`src/rtl/cpu_execute_stage_pkg.sv`:
```
// Shared types for the RV32 execute stage: operation encoding, pipeline
// records and the stage FSM state.
package cpu_execute_stage_pkg;

    localparam int TAG_W = 8;

    typedef enum logic [4:0] {
        ALU_ADD    = 5'd0,
        ALU_SUB    = 5'd1,
        ALU_AND    = 5'd2,
        ALU_OR     = 5'd3,
        ALU_XOR    = 5'd4,
        ALU_SLL    = 5'd5,
        ALU_SRL    = 5'd6,
        ALU_SRA    = 5'd7,
        ALU_SLT    = 5'd8,
        ALU_SLTU   = 5'd9,
        ALU_LUI    = 5'd10,
        ALU_AUIPC  = 5'd11,
        ALU_MUL    = 5'd12,
        ALU_MULH   = 5'd13,
        ALU_MULHSU = 5'd14,
        ALU_MULHU  = 5'd15,
        ALU_DIV    = 5'd16,
        ALU_DIVU   = 5'd17,
        ALU_REM    = 5'd18,
        ALU_REMU   = 5'd19,
        ALU_BEQ    = 5'd20,
        ALU_BNE    = 5'd21,
        ALU_BLT    = 5'd22,
        ALU_BGE    = 5'd23,
        ALU_BLTU   = 5'd24,
        ALU_BGEU   = 5'd25,
        ALU_JAL    = 5'd26,
        ALU_JALR   = 5'd27
    } alu_op_t;

    typedef enum logic [1:0] {
        ST_IDLE = 2'd0,
        ST_MUL  = 2'd1,
        ST_DIV  = 2'd2
    } exec_state_t;

    typedef struct packed {
        logic [TAG_W-1:0] tag;
        logic [31:0]      pc;
        logic [31:0]      imm;
        alu_op_t          alu_op;
        logic             op_b_imm;
        logic [4:0]       inst_rd;
        logic             have_rd;
        logic             is_branch;
        logic             is_jump;
    } decode_data_t;

    typedef struct packed {
        logic [TAG_W-1:0] tag;
        logic [4:0]       inst_rd;
        logic [31:0]      rd;
        logic             jump;
        logic [31:0]      pc_next;
    } execute_data_t;

    function automatic logic op_is_mul(input alu_op_t op);
        return op inside {ALU_MUL, ALU_MULH, ALU_MULHSU, ALU_MULHU};
    endfunction

    function automatic logic op_is_div(input alu_op_t op);
        return op inside {ALU_DIV, ALU_DIVU, ALU_REM, ALU_REMU};
    endfunction

endpackage

```
`src/rtl/cpu_execute_stage_divide.sv`:
```
// Restoring radix-2 divider on operand magnitudes with a final sign fix.
// Divide-by-zero and signed overflow resolve at start without iterating.
module cpu_divide
    import cpu_execute_stage_pkg::*;
#(
    parameter int DIV_CYCLES = 32
) (
    input  logic        i_clock,
    input  logic        i_reset,
    input  logic        i_start,
    input  logic        i_signed,
    input  logic [31:0] i_dividend,
    input  logic [31:0] i_divisor,
    output logic        o_done,
    output logic [31:0] o_quotient,
    output logic [31:0] o_remainder
);
    localparam int CW = (DIV_CYCLES > 1) ? $clog2(DIV_CYCLES) : 1;

    logic          run_r, done_r, neg_q_r, neg_r_r;
    logic [CW-1:0] cnt_r;
    logic [31:0]   quo_r, rem_r, dvs_r;
    logic          dvd_neg_s, dvs_neg_s;
    logic [31:0]   dvd_mag_s, dvs_mag_s;
    logic [32:0]   shifted_s, diff_s;

    assign dvd_neg_s = i_signed && i_dividend[31];
    assign dvs_neg_s = i_signed && i_divisor[31];
    assign dvd_mag_s = dvd_neg_s ? (32'd0 - i_dividend) : i_dividend;
    assign dvs_mag_s = dvs_neg_s ? (32'd0 - i_divisor) : i_divisor;
    assign shifted_s = {rem_r, quo_r[31]};
    assign diff_s    = shifted_s - {1'b0, dvs_r};

    // Start/iterate/finish sequencing of the divider
    always_ff @(posedge i_clock or posedge i_reset) begin
        if (i_reset) begin
            run_r   <= 1'b0;
            done_r  <= 1'b0;
            neg_q_r <= 1'b0;
            neg_r_r <= 1'b0;
            cnt_r   <= '0;
            quo_r   <= 32'd0;
            rem_r   <= 32'd0;
            dvs_r   <= 32'd0;
        end else if (i_start) begin
            cnt_r <= '0;
            if (i_divisor == 32'd0) begin
                quo_r   <= 32'hFFFF_FFFF;
                rem_r   <= i_dividend;
                neg_q_r <= 1'b0;
                neg_r_r <= 1'b0;
                run_r   <= 1'b0;
                done_r  <= 1'b1;
            end else if (i_signed && (i_dividend == 32'h8000_0000) && (i_divisor == 32'hFFFF_FFFF)) begin
                quo_r   <= 32'h8000_0000;
                rem_r   <= 32'd0;
                neg_q_r <= 1'b0;
                neg_r_r <= 1'b0;
                run_r   <= 1'b0;
                done_r  <= 1'b1;
            end else begin
                quo_r   <= dvd_mag_s;
                rem_r   <= 32'd0;
                dvs_r   <= dvs_mag_s;
                neg_q_r <= dvd_neg_s ^ dvs_neg_s;
                neg_r_r <= dvd_neg_s;
                run_r   <= 1'b1;
                done_r  <= 1'b0;
            end
        end else if (run_r) begin
            if (!diff_s[32]) begin
                rem_r <= diff_s[31:0];
                quo_r <= {quo_r[30:0], 1'b1};
            end else begin
                rem_r <= shifted_s[31:0];
                quo_r <= {quo_r[30:0], 1'b0};
            end
            cnt_r <= cnt_r + CW'(1);
            if (cnt_r == CW'(DIV_CYCLES - 1)) begin
                run_r  <= 1'b0;
                done_r <= 1'b1;
            end else begin
                done_r <= 1'b0;
            end
        end else begin
            done_r <= 1'b0;
        end
    end

    // Sign fix applied combinationally in the done cycle
    always_comb begin
        o_done      = done_r;
        o_quotient  = neg_q_r ? (32'd0 - quo_r) : quo_r;
        o_remainder = neg_r_r ? (32'd0 - rem_r) : rem_r;
    end

endmodule

```
`src/rtl/cpu_execute_stage.sv`:
```
// RV32 execute stage: single-cycle ALU/branch/jump, two-cycle multiply and
// iterative divide, all written into one registered execute record.
module cpu_execute_stage
    import cpu_execute_stage_pkg::*;
#(
    parameter int DIV_CYCLES = 32
) (
    input  logic          i_reset,
    input  logic          i_clock,
    input  decode_data_t  i_decode_data,
    input  logic [31:0]   i_rs1,
    input  logic [31:0]   i_rs2,
    input  logic          i_memory_busy,
    output execute_data_t o_execute_data,
    output logic          o_busy
);
    exec_state_t      state_r, state_s;
    logic [TAG_W-1:0] last_tag_r, pend_tag_r;
    logic [4:0]       pend_rd_r, dest_s;
    alu_op_t          pend_op_r, op_s;
    logic [31:0]      pend_pc4_r, op_b_s, pc_plus4_s, alu_res_s, pc_next_s;
    logic             taken_s, jump_s, accept_s, is_mul_s, is_div_s;
    logic             mul_a_sign_s, mul_b_sign_s;
    logic [63:0]      mul_a_s, mul_b_s, prod_s, prod_r;
    logic             div_done_s;
    logic [31:0]      div_q_s, div_r_s;
    logic             wr_en_s;
    execute_data_t    wr_rec_s;

    assign op_s       = i_decode_data.alu_op;
    assign op_b_s     = i_decode_data.op_b_imm ? i_decode_data.imm : i_rs2;
    assign pc_plus4_s = i_decode_data.pc + 32'd4;
    assign dest_s     = i_decode_data.have_rd ? i_decode_data.inst_rd : 5'd0;
    assign is_mul_s   = op_is_mul(op_s);
    assign is_div_s   = op_is_div(op_s);
    assign accept_s   = (state_r == ST_IDLE) && !i_memory_busy && (i_decode_data.tag != last_tag_r);

    // Sign-extend to 64 bits so the low 64 bits of the product equal the 33x33 signed product
    assign mul_a_sign_s = ((op_s == ALU_MULH) || (op_s == ALU_MULHSU)) && i_rs1[31];
    assign mul_b_sign_s = (op_s == ALU_MULH) && op_b_s[31];
    assign mul_a_s      = {{32{mul_a_sign_s}}, i_rs1};
    assign mul_b_s      = {{32{mul_b_sign_s}}, op_b_s};
    assign prod_s       = mul_a_s * mul_b_s;

    cpu_divide #(.DIV_CYCLES(DIV_CYCLES)) u_divide (
        .i_clock     (i_clock),
        .i_reset     (i_reset),
        .i_start     (accept_s && is_div_s),
        .i_signed    ((op_s == ALU_DIV) || (op_s == ALU_REM)),
        .i_dividend  (i_rs1),
        .i_divisor   (op_b_s),
        .o_done      (div_done_s),
        .o_quotient  (div_q_s),
        .o_remainder (div_r_s)
    );

    // Single-cycle result, branch decision and next pc
    always_comb begin
        alu_res_s = 32'd0;
        taken_s   = 1'b0;
        jump_s    = 1'b0;
        pc_next_s = pc_plus4_s;
        case (op_s)
            ALU_ADD:   alu_res_s = i_rs1 + op_b_s;
            ALU_SUB:   alu_res_s = i_rs1 - op_b_s;
            ALU_AND:   alu_res_s = i_rs1 & op_b_s;
            ALU_OR:    alu_res_s = i_rs1 | op_b_s;
            ALU_XOR:   alu_res_s = i_rs1 ^ op_b_s;
            ALU_SLL:   alu_res_s = i_rs1 << op_b_s[4:0];
            ALU_SRL:   alu_res_s = i_rs1 >> op_b_s[4:0];
            ALU_SRA:   alu_res_s = $unsigned($signed(i_rs1) >>> op_b_s[4:0]);
            ALU_SLT:   alu_res_s = {31'd0, $signed(i_rs1) < $signed(op_b_s)};
            ALU_SLTU:  alu_res_s = {31'd0, i_rs1 < op_b_s};
            ALU_LUI:   alu_res_s = i_decode_data.imm;
            ALU_AUIPC: alu_res_s = i_decode_data.pc + i_decode_data.imm;
            ALU_BEQ:   taken_s = (i_rs1 == i_rs2);
            ALU_BNE:   taken_s = (i_rs1 != i_rs2);
            ALU_BLT:   taken_s = ($signed(i_rs1) < $signed(i_rs2));
            ALU_BGE:   taken_s = ($signed(i_rs1) >= $signed(i_rs2));
            ALU_BLTU:  taken_s = (i_rs1 < i_rs2);
            ALU_BGEU:  taken_s = (i_rs1 >= i_rs2);
            default:   alu_res_s = 32'd0;
        endcase
        if (i_decode_data.is_jump) begin
            jump_s    = 1'b1;
            alu_res_s = pc_plus4_s;
            pc_next_s = (op_s == ALU_JALR) ? ((i_rs1 + i_decode_data.imm) & ~32'd1)
                                           : (i_decode_data.pc + i_decode_data.imm);
        end else if (i_decode_data.is_branch && taken_s) begin
            jump_s    = 1'b1;
            pc_next_s = i_decode_data.pc + i_decode_data.imm;
        end else begin
            jump_s    = 1'b0;
        end
    end

    // Select which record, if any, is written this cycle
    always_comb begin
        wr_en_s  = 1'b0;
        wr_rec_s = '0;
        case (state_r)
            ST_IDLE: begin
                if (accept_s && !is_mul_s && !is_div_s) begin
                    wr_en_s  = 1'b1;
                    wr_rec_s = '{tag: i_decode_data.tag, inst_rd: dest_s, rd: alu_res_s,
                                 jump: jump_s, pc_next: pc_next_s};
                end else begin
                    wr_en_s = 1'b0;
                end
            end
            ST_MUL: begin
                wr_en_s  = 1'b1;
                wr_rec_s = '{tag: pend_tag_r, inst_rd: pend_rd_r,
                             rd: (pend_op_r == ALU_MUL) ? prod_r[31:0] : prod_r[63:32],
                             jump: 1'b0, pc_next: pend_pc4_r};
            end
            ST_DIV: begin
                if (div_done_s) begin
                    wr_en_s  = 1'b1;
                    wr_rec_s = '{tag: pend_tag_r, inst_rd: pend_rd_r,
                                 rd: ((pend_op_r == ALU_DIV) || (pend_op_r == ALU_DIVU)) ? div_q_s : div_r_s,
                                 jump: 1'b0, pc_next: pend_pc4_r};
                end else begin
                    wr_en_s = 1'b0;
                end
            end
            default: wr_en_s = 1'b0;
        endcase
        // x0 never carries a value into forwarding
        if (wr_rec_s.inst_rd == 5'd0) begin
            wr_rec_s.rd = 32'd0;
        end else begin
            wr_rec_s.rd = wr_rec_s.rd;
        end
    end

    // Execute record, accepted-tag tracking and multi-cycle context
    always_ff @(posedge i_clock or posedge i_reset) begin
        if (i_reset) begin
            o_execute_data <= '0;
            last_tag_r     <= '0;
            pend_tag_r     <= '0;
            pend_rd_r      <= 5'd0;
            pend_op_r      <= ALU_ADD;
            pend_pc4_r     <= 32'd0;
            prod_r         <= 64'd0;
        end else begin
            if (accept_s) begin
                last_tag_r <= i_decode_data.tag;
                pend_tag_r <= i_decode_data.tag;
                pend_rd_r  <= dest_s;
                pend_op_r  <= op_s;
                pend_pc4_r <= pc_plus4_s;
                prod_r     <= prod_s;
            end
            if (wr_en_s) begin
                o_execute_data <= wr_rec_s;
            end
        end
    end

    // FSM state register
    always_ff @(posedge i_clock or posedge i_reset) begin
        if (i_reset) begin
            state_r <= ST_IDLE;
        end else begin
            state_r <= state_s;
        end
    end

    // FSM next-state logic
    always_comb begin
        state_s = state_r;
        case (state_r)
            ST_IDLE: begin
                if (accept_s && is_mul_s) begin
                    state_s = ST_MUL;
                end else if (accept_s && is_div_s) begin
                    state_s = ST_DIV;
                end else begin
                    state_s = ST_IDLE;
                end
            end
            ST_MUL:  state_s = ST_IDLE;
            ST_DIV: begin
                if (div_done_s) begin
                    state_s = ST_IDLE;
                end else begin
                    state_s = ST_DIV;
                end
            end
            default: state_s = ST_IDLE;
        endcase
    end

    // FSM outputs
    always_comb begin
        o_busy = (state_r != ST_IDLE) || i_memory_busy;
    end

endmodule

```
`config.mk`:
```
export PLATFORM = sky130hd
export DESIGN_NAME = cpu_execute_stage
export DESIGN_NICKNAME = d
export VERILOG_FILES = /design/src/rtl/cpu_execute_stage_pkg.sv /design/src/rtl/cpu_execute_stage_divide.sv /design/src/rtl/cpu_execute_stage.sv
export SDC_FILE = /design/constraint.sdc
export NUM_CORES = 2
export LEC_CHECK = 0
export BUFFER_PORTS_ARGS = -buffer_cell sky130_fd_sc_hd__buf_2
export CAP_MARGIN = 20
export CORE_MARGIN = 2
export CORE_UTILIZATION = 45
export CTS_CLUSTER_SIZE = 16
export DETAILED_ROUTE_END_ITERATION = 10
export PLACE_DENSITY_LB_ADDON = 0.25
export SLEW_MARGIN = 20
export SYNTH_ARGS = -nofsm -noshare
export SYNTH_HDL_FRONTEND = slang
export SYNTH_SLANG_ARGS = --single-unit
export TNS_END_PERCENT = 10
```
`constraint.sdc`:
```
create_clock -name i_clock -period 9.2 [get_ports i_clock]
set_input_delay 1.38 -clock i_clock [delete_from_list [all_inputs] [get_ports i_clock]]
set_output_delay 1.38 -clock i_clock [all_outputs]
set_load 0.01 [all_outputs]
```
Word-level counts from Yosys, hierarchy flattened

Cells that the tools add are included.

Input port bits: 153
Flip-flop bits (word level): 299
Logic and storage cells: 164
Output and inout bits: 79

Eq/ne operators: 37
$mul: 1
Shift-type cells: 3
Bitwise logic cells: 6
$add $sub $neg: 11
Order comparisons: 6
Reductions and logical operators: 29
Multiplexer cells: 52

Operator list:

| cell                                                                  | count |
|---|---|
| 32-bit 2-to-1 mux                                                     | 20 |
| 32-bit one-hot mux with 12 select lines                               | 1 |
| 78-bit one-hot mux with 3 select lines                                | 1 |
| 78-bit 2-to-1 mux                                                     | 2 |
| 32-bit < comparator                                                   | 4 |
| 1-bit by 32-bit subtractor with 32-bit output, first input constant   | 4 |
| 32-bit adder                                                          | 3 |
| 5-bit equality test, second input constant                            | 14 |
| 32-bit equality test, second input constant                           | 2 |
| 32-bit >= comparator                                                  | 2 |
| 33-bit by 33-bit multiplier with 64-bit output                        | 1 |
| 5-bit by 4-bit equality test with 1-bit output, second input constant | 9 |
| 33-bit by 32-bit subtractor with 33-bit output                        | 1 |
| 32-bit by 3-bit adder with 32-bit output, second input constant       | 1 |
| 32-bit bitwise AND                                                    | 1 |
| 32-bit equality test                                                  | 1 |
| 32-bit zero test                                                      | 1 |
| 32-bit inequality test                                                | 1 |
| 32-bit OR                                                             | 1 |
| 32-bit by 5-bit << shifter with 32-bit output                         | 1 |
| 32-bit by 5-bit right shift with 32-bit output                        | 1 |
| 32-bit by 5-bit >>> shifter with 32-bit output                        | 1 |
| 32-bit subtractor                                                     | 1 |
| 32-bit XOR                                                            | 1 |
| 23 further kinds                                                      | 70 |

Depth between registers and ports, before layout

Word-level depth: 9
Gate-level depth with buffers: 37
Mapped depth without buffers: 32

By module

Synthesis repeated with hierarchy kept, for this count alone.

Cell total of the unflattened synthesis: 8362
Area, all modules: 68963.6 µm²

By module, submodules not included:

| module            | area an instance (µm²) | sequential area each (µm²) | cells an instance | times used |
|---|---|---|---|---|
| cpu_execute_stage | 59714.8                | 4854.7                     | 7197              | 1 |
| cpu_divide        | 9248.9                 | 2627.5                     | 1165              | 1 |

Worst setup path after synthesis

Ideal clock, no wire load.

Path type: in2reg
From: input i_decode_data[8] in the netlist's numbering
To: register prod_r[61]
Stages: 35
Required time: 9.076 ns
Arrival: 10.395 ns
Path buffers: 6
Slack: -1.319 ns
Setup time: 0.124 ns
Cell sequence: buf_2 -> buf_1 -> nand2_1 -> o21a_1 -> inv_1 -> buf_2 -> clkbuf_1 -> clkbuf_1 -> buf_1 -> nand2_1 -> fa_1 -> fa_1 -> inv_1 -> fa_1 -> inv_1 -> fa_1 -> inv_1 -> fa_1 -> fa_1 -> fa_1 -> inv_1 -> fa_1 -> inv_1 -> ha_1 -> inv_1 -> o21bai_1 -> a21o_1 -> a21oi_1 -> o21ai_0 -> a21oi_1 -> a21bo_2 -> a311oi_2 -> o21a_1 -> nor4b_1 -> a211o_1

Word-level cells in the longest chain between the ends: 3

RTL lines:

| item                                             | line                     | text |
|---|---|---|
| from (decl)                                      | cpu_execute_stage.sv:10  | `input decode_data_t i_decode_data,` |
| 32-bit 2-to-1 mux *                              | cpu_execute_stage.sv:31  | `assign op_b_s = i_decode_data.op_b_imm ? i_decode_data.imm : i_rs2;` |
| 1-bit logical AND                                | cpu_execute_stage.sv:40  | `assign mul_b_sign_s = (op_s == ALU_MULH) && op_b_s[31];` |
| 33-bit by 33-bit multiplier with 64-bit output * | cpu_execute_stage.sv:43  | `assign prod_s = mul_a_s * mul_b_s;` |
| to (signal assigned)                             | cpu_execute_stage.sv:154 | `prod_r <= prod_s;` |
| to (decl)                                        | cpu_execute_stage.sv:24  | `logic [63:0] mul_a_s, mul_b_s, prod_s, prod_r;` |

Every way passes the cells marked *; elsewhere a longest branch is shown, timed or not.
A chain may end at the register's enable or synchronous reset.

Worst setup path in the final report

Ends and elaborated chain as after synthesis.

==> results.ini <==
[run_status]
status=complete, no violations

[yosys]
synthTopCellsByArea=fa_1 33%, dfrtp_1 11%, ha_1 8.0%
yosysUniqueCellTypes=103
yosysMostFrequentCell=inv_1
syn_inst=8311
ys.flop_type=dfrtp_1
yosysTopAreaCell=fa_1
avgSynthCellArea_sq_um=8.28
ys_ff_latch=299
synth_top_area_frac=0.329
synth_warnings=0
synthTopCellsByCount=1403 x inv_1, 1232 x nand2_1, 1130 x fa_1
synth_edf_count=0
synth_nets=10036
synth.yosys.seq_area_share=0.109
netlist_area_sq_mm=0.0688
async_reset_ff_frac=1.00

[global_route]
overflow=0
grtUsageTotal=0.464
antenna_found_initial=36
grt_pass1_vias=67495
grt_max_degree=155
grt_pass1_wl_mm=510

[critical_path]
crit_top_cell=fa_1
r2r-start=u_divide.quo_r[31]
reg2reg_slack_ns=4.48
slowest_stage=o21ai_4
critical_path.max_stage_delay_ns=0.63
r2r_cells=16
critPathMaxFanout=17
cp.required_ns=9.73
r2r_end=u_divide.rem_r[1]
arrival_ns=9.61
path_delay_family=adder cells
critical_path_class=in -> reg
critPathBufInv=10
critPathLaunchType=primary input
endpoint_kind=flip-flop

[clock_tree]
cts_tree=built
cts-root-buf=clkbuf_16
cts_sinks=299
clkLatencyLatePin_ns=0.64
cts_buffer_depth=3
cts.reportedPaths.clkPinSlew_ns=0.07
hold_buffers=0
cts_made_buffers=38
htreeDepth=2

[finish]
area_growth_pct=16.1
final_area_sq_mm=0.0799
drive_gt1_frac=0.155
seq_area_sq_mm=0.00748
fillCellCount=14443
utilization=0.526
stdcell_count=11038
multi_input_area_sq_mm=0.0546
finalNetCount=10696

[die]
dieArea_sq_mm=0.156
num_io_pins=232
coreArea_sq_mm=0.152
rows=143
die_x_microns=395
start_util=0.453
die_y_microns=395

[placed_design]
hpwl_mm=300
io_buffers=231
gp_congestion=1.09
placed_area_sq_mm=0.0780
dpl.cell_count=10957

[timing]
post-route-min-period_ns=9.08
hold_viol=0
worstMarginPinSlew_ns=1.20
tns_ns=0
timing.slew.headroom=0.189
finalCritPeriodShare=0.986
max_freq_mhz=110
rsz0062_at_grt=true
setup_viol=0
final-max-slew-violation-count=0
fin_skew_ns=0.0528

[routing]
firstDrtPassIters=6
vias=67521
ant_nets=0
wirelength_mm=365
drcViolationCount=0
wire_per_inst_microns=33.0
dr.first_iter.drc_count=7954
vias_per_cell=6.12

[min_path]
holdPathEnd=o_execute_data[36]
hold_depth=2
hold_path.startpoint=o_execute_data[36]
min_path_type=reg -> reg

[flow_run]
cap_violations=0

==> per-layer routing <==
layer / routed length, microns / up-vias / track usage
li1: - / 28149 / -
met1: 140000 / 34133 / 0.594
met2: 154000 / 4094 / 0.687
met3: 37600 / 1109 / 0.114
met4: 33200 / 36 / 0.329
met5: 275 / - / 0
==> cell families (layout without fill, tap and decap cells) <==
group / after synthesis / in the layout / synth area share
buf+inv: 1909 / 2597 / 0.105
xor+xnor: 322 / 322 / 0.0410
mux: 249 / 249 / 0.0418
fa+ha+maj: 1572 / 1572 / 0.409
flops: 299 / 299 / 0.109
compound gates: 1617 / 1617 / 0.150
simple gates: 2343 / 2343 / 0.144
other cells: 0 / 9 / 0
==> state kept, by name, summed over array words and instances, names as in the netlist <==
name and flops:
pend_tag_r 8, u_divide.rem_r 32, u_divide.run_r 1, u_divide.neg_q_r 1
pend_pc4_r 32, state_r 2, u_divide.neg_r_r 1, u_divide.cnt_r 5
o_execute_data 78, u_divide.quo_r 32, u_divide.dvs_r 32, pend_op_r 5
pend_rd_r 5, prod_r 64, u_divide.o_done 1
==> tightest hold or removal path: cells and delay by family, from the launching register on <==
kind,cells,cell delay (ns)
compound gates,1,0.06
flops,1,0.34
simple gates,1,0.04
==> worst max path at each step <==
| stage | cells after the start | end | from | slack (ns) |
|---|---|---|---|---|
| 5_1_grt | 32 | prod_r[61] | i_decode_data[8] | -0.07 |
| 3_5_place_dp | 31 | prod_r[33] | i_decode_data[8] | -1.14 |
| 6_report | 31 | prod_r[61] | i_decode_data[8] | 0.12 |
| 4_1_cts | 35 | prod_r[61] | i_decode_data[8] | -0.002 |
| 3_3_place_gp | 30 | prod_r[61] | i_decode_data[8] | -1.10 |
| 2_1_floorplan | 35 | prod_r[61] | i_decode_data[8] | -0.32 |
==> layout make-up <==
| cell class | count | share of cell area |
|---|---|---|
| tap | 2030 | 0.0318 |
| sequential | 299 | 0.0937 |
| antenna | 9 | 0.000282 |
| multi-input combinational | 6103 | 0.684 |
| inverter | 1423 | 0.0671 |
| timing repair buffer | 1106 | 0.106 |
| clock inverter | 16 | 0.00288 |
| clock buffer | 52 | 0.0140 |
==> layout by cell type, fill, tap and decap left out, types with 45 or more instances in the layout <==
cell type	Yosys	final
inv_1	1403	1388
nand2_1	1232	1228
fa_1	1130	1114
buf_4	10	798
nor2_1	635	624
o21ai_0	452	443
ha_1	442	437
a21oi_1	395	386
dfrtp_1	299	298
buf_2	33	231
xnor2_1	219	219
mux2i_1	180	179
xor2_1	103	101
nor3_1	98	93
nand3_1	86	86
a22oi_1	76	75
a21o_1	66	66
a211oi_1	61	59
o211ai_1	57	57
o21a_1	57	55
o31ai_1	53	51
buf_12	0	50
o22ai_1	47	47
nand2b_1	46	45
==> per-stage QoR <==
stage | hold WS, ns | setup WS [ns]
after floorplan | 0.448 | -0.323
after global placement | 0.454 | -1.10
after detailed placement | 0.465 | -1.14
after CTS | 0.479 | -0.00205
after global routing | 0.504 | -0.0693
final | 0.473 | 0.125
==> what timing repair did <==
item / 4_1_cts / 5_1_grt
buffers inserted: 2 / 2
resized for setup: 35 / 71
gates cloned: 0 / 0
pin swaps: 4 / 10
setup endpoints to repair: 21 / 31
Power is not shown: default switching activity piles up to over one toggle a cycle in this logic, so the estimate is an artifact.
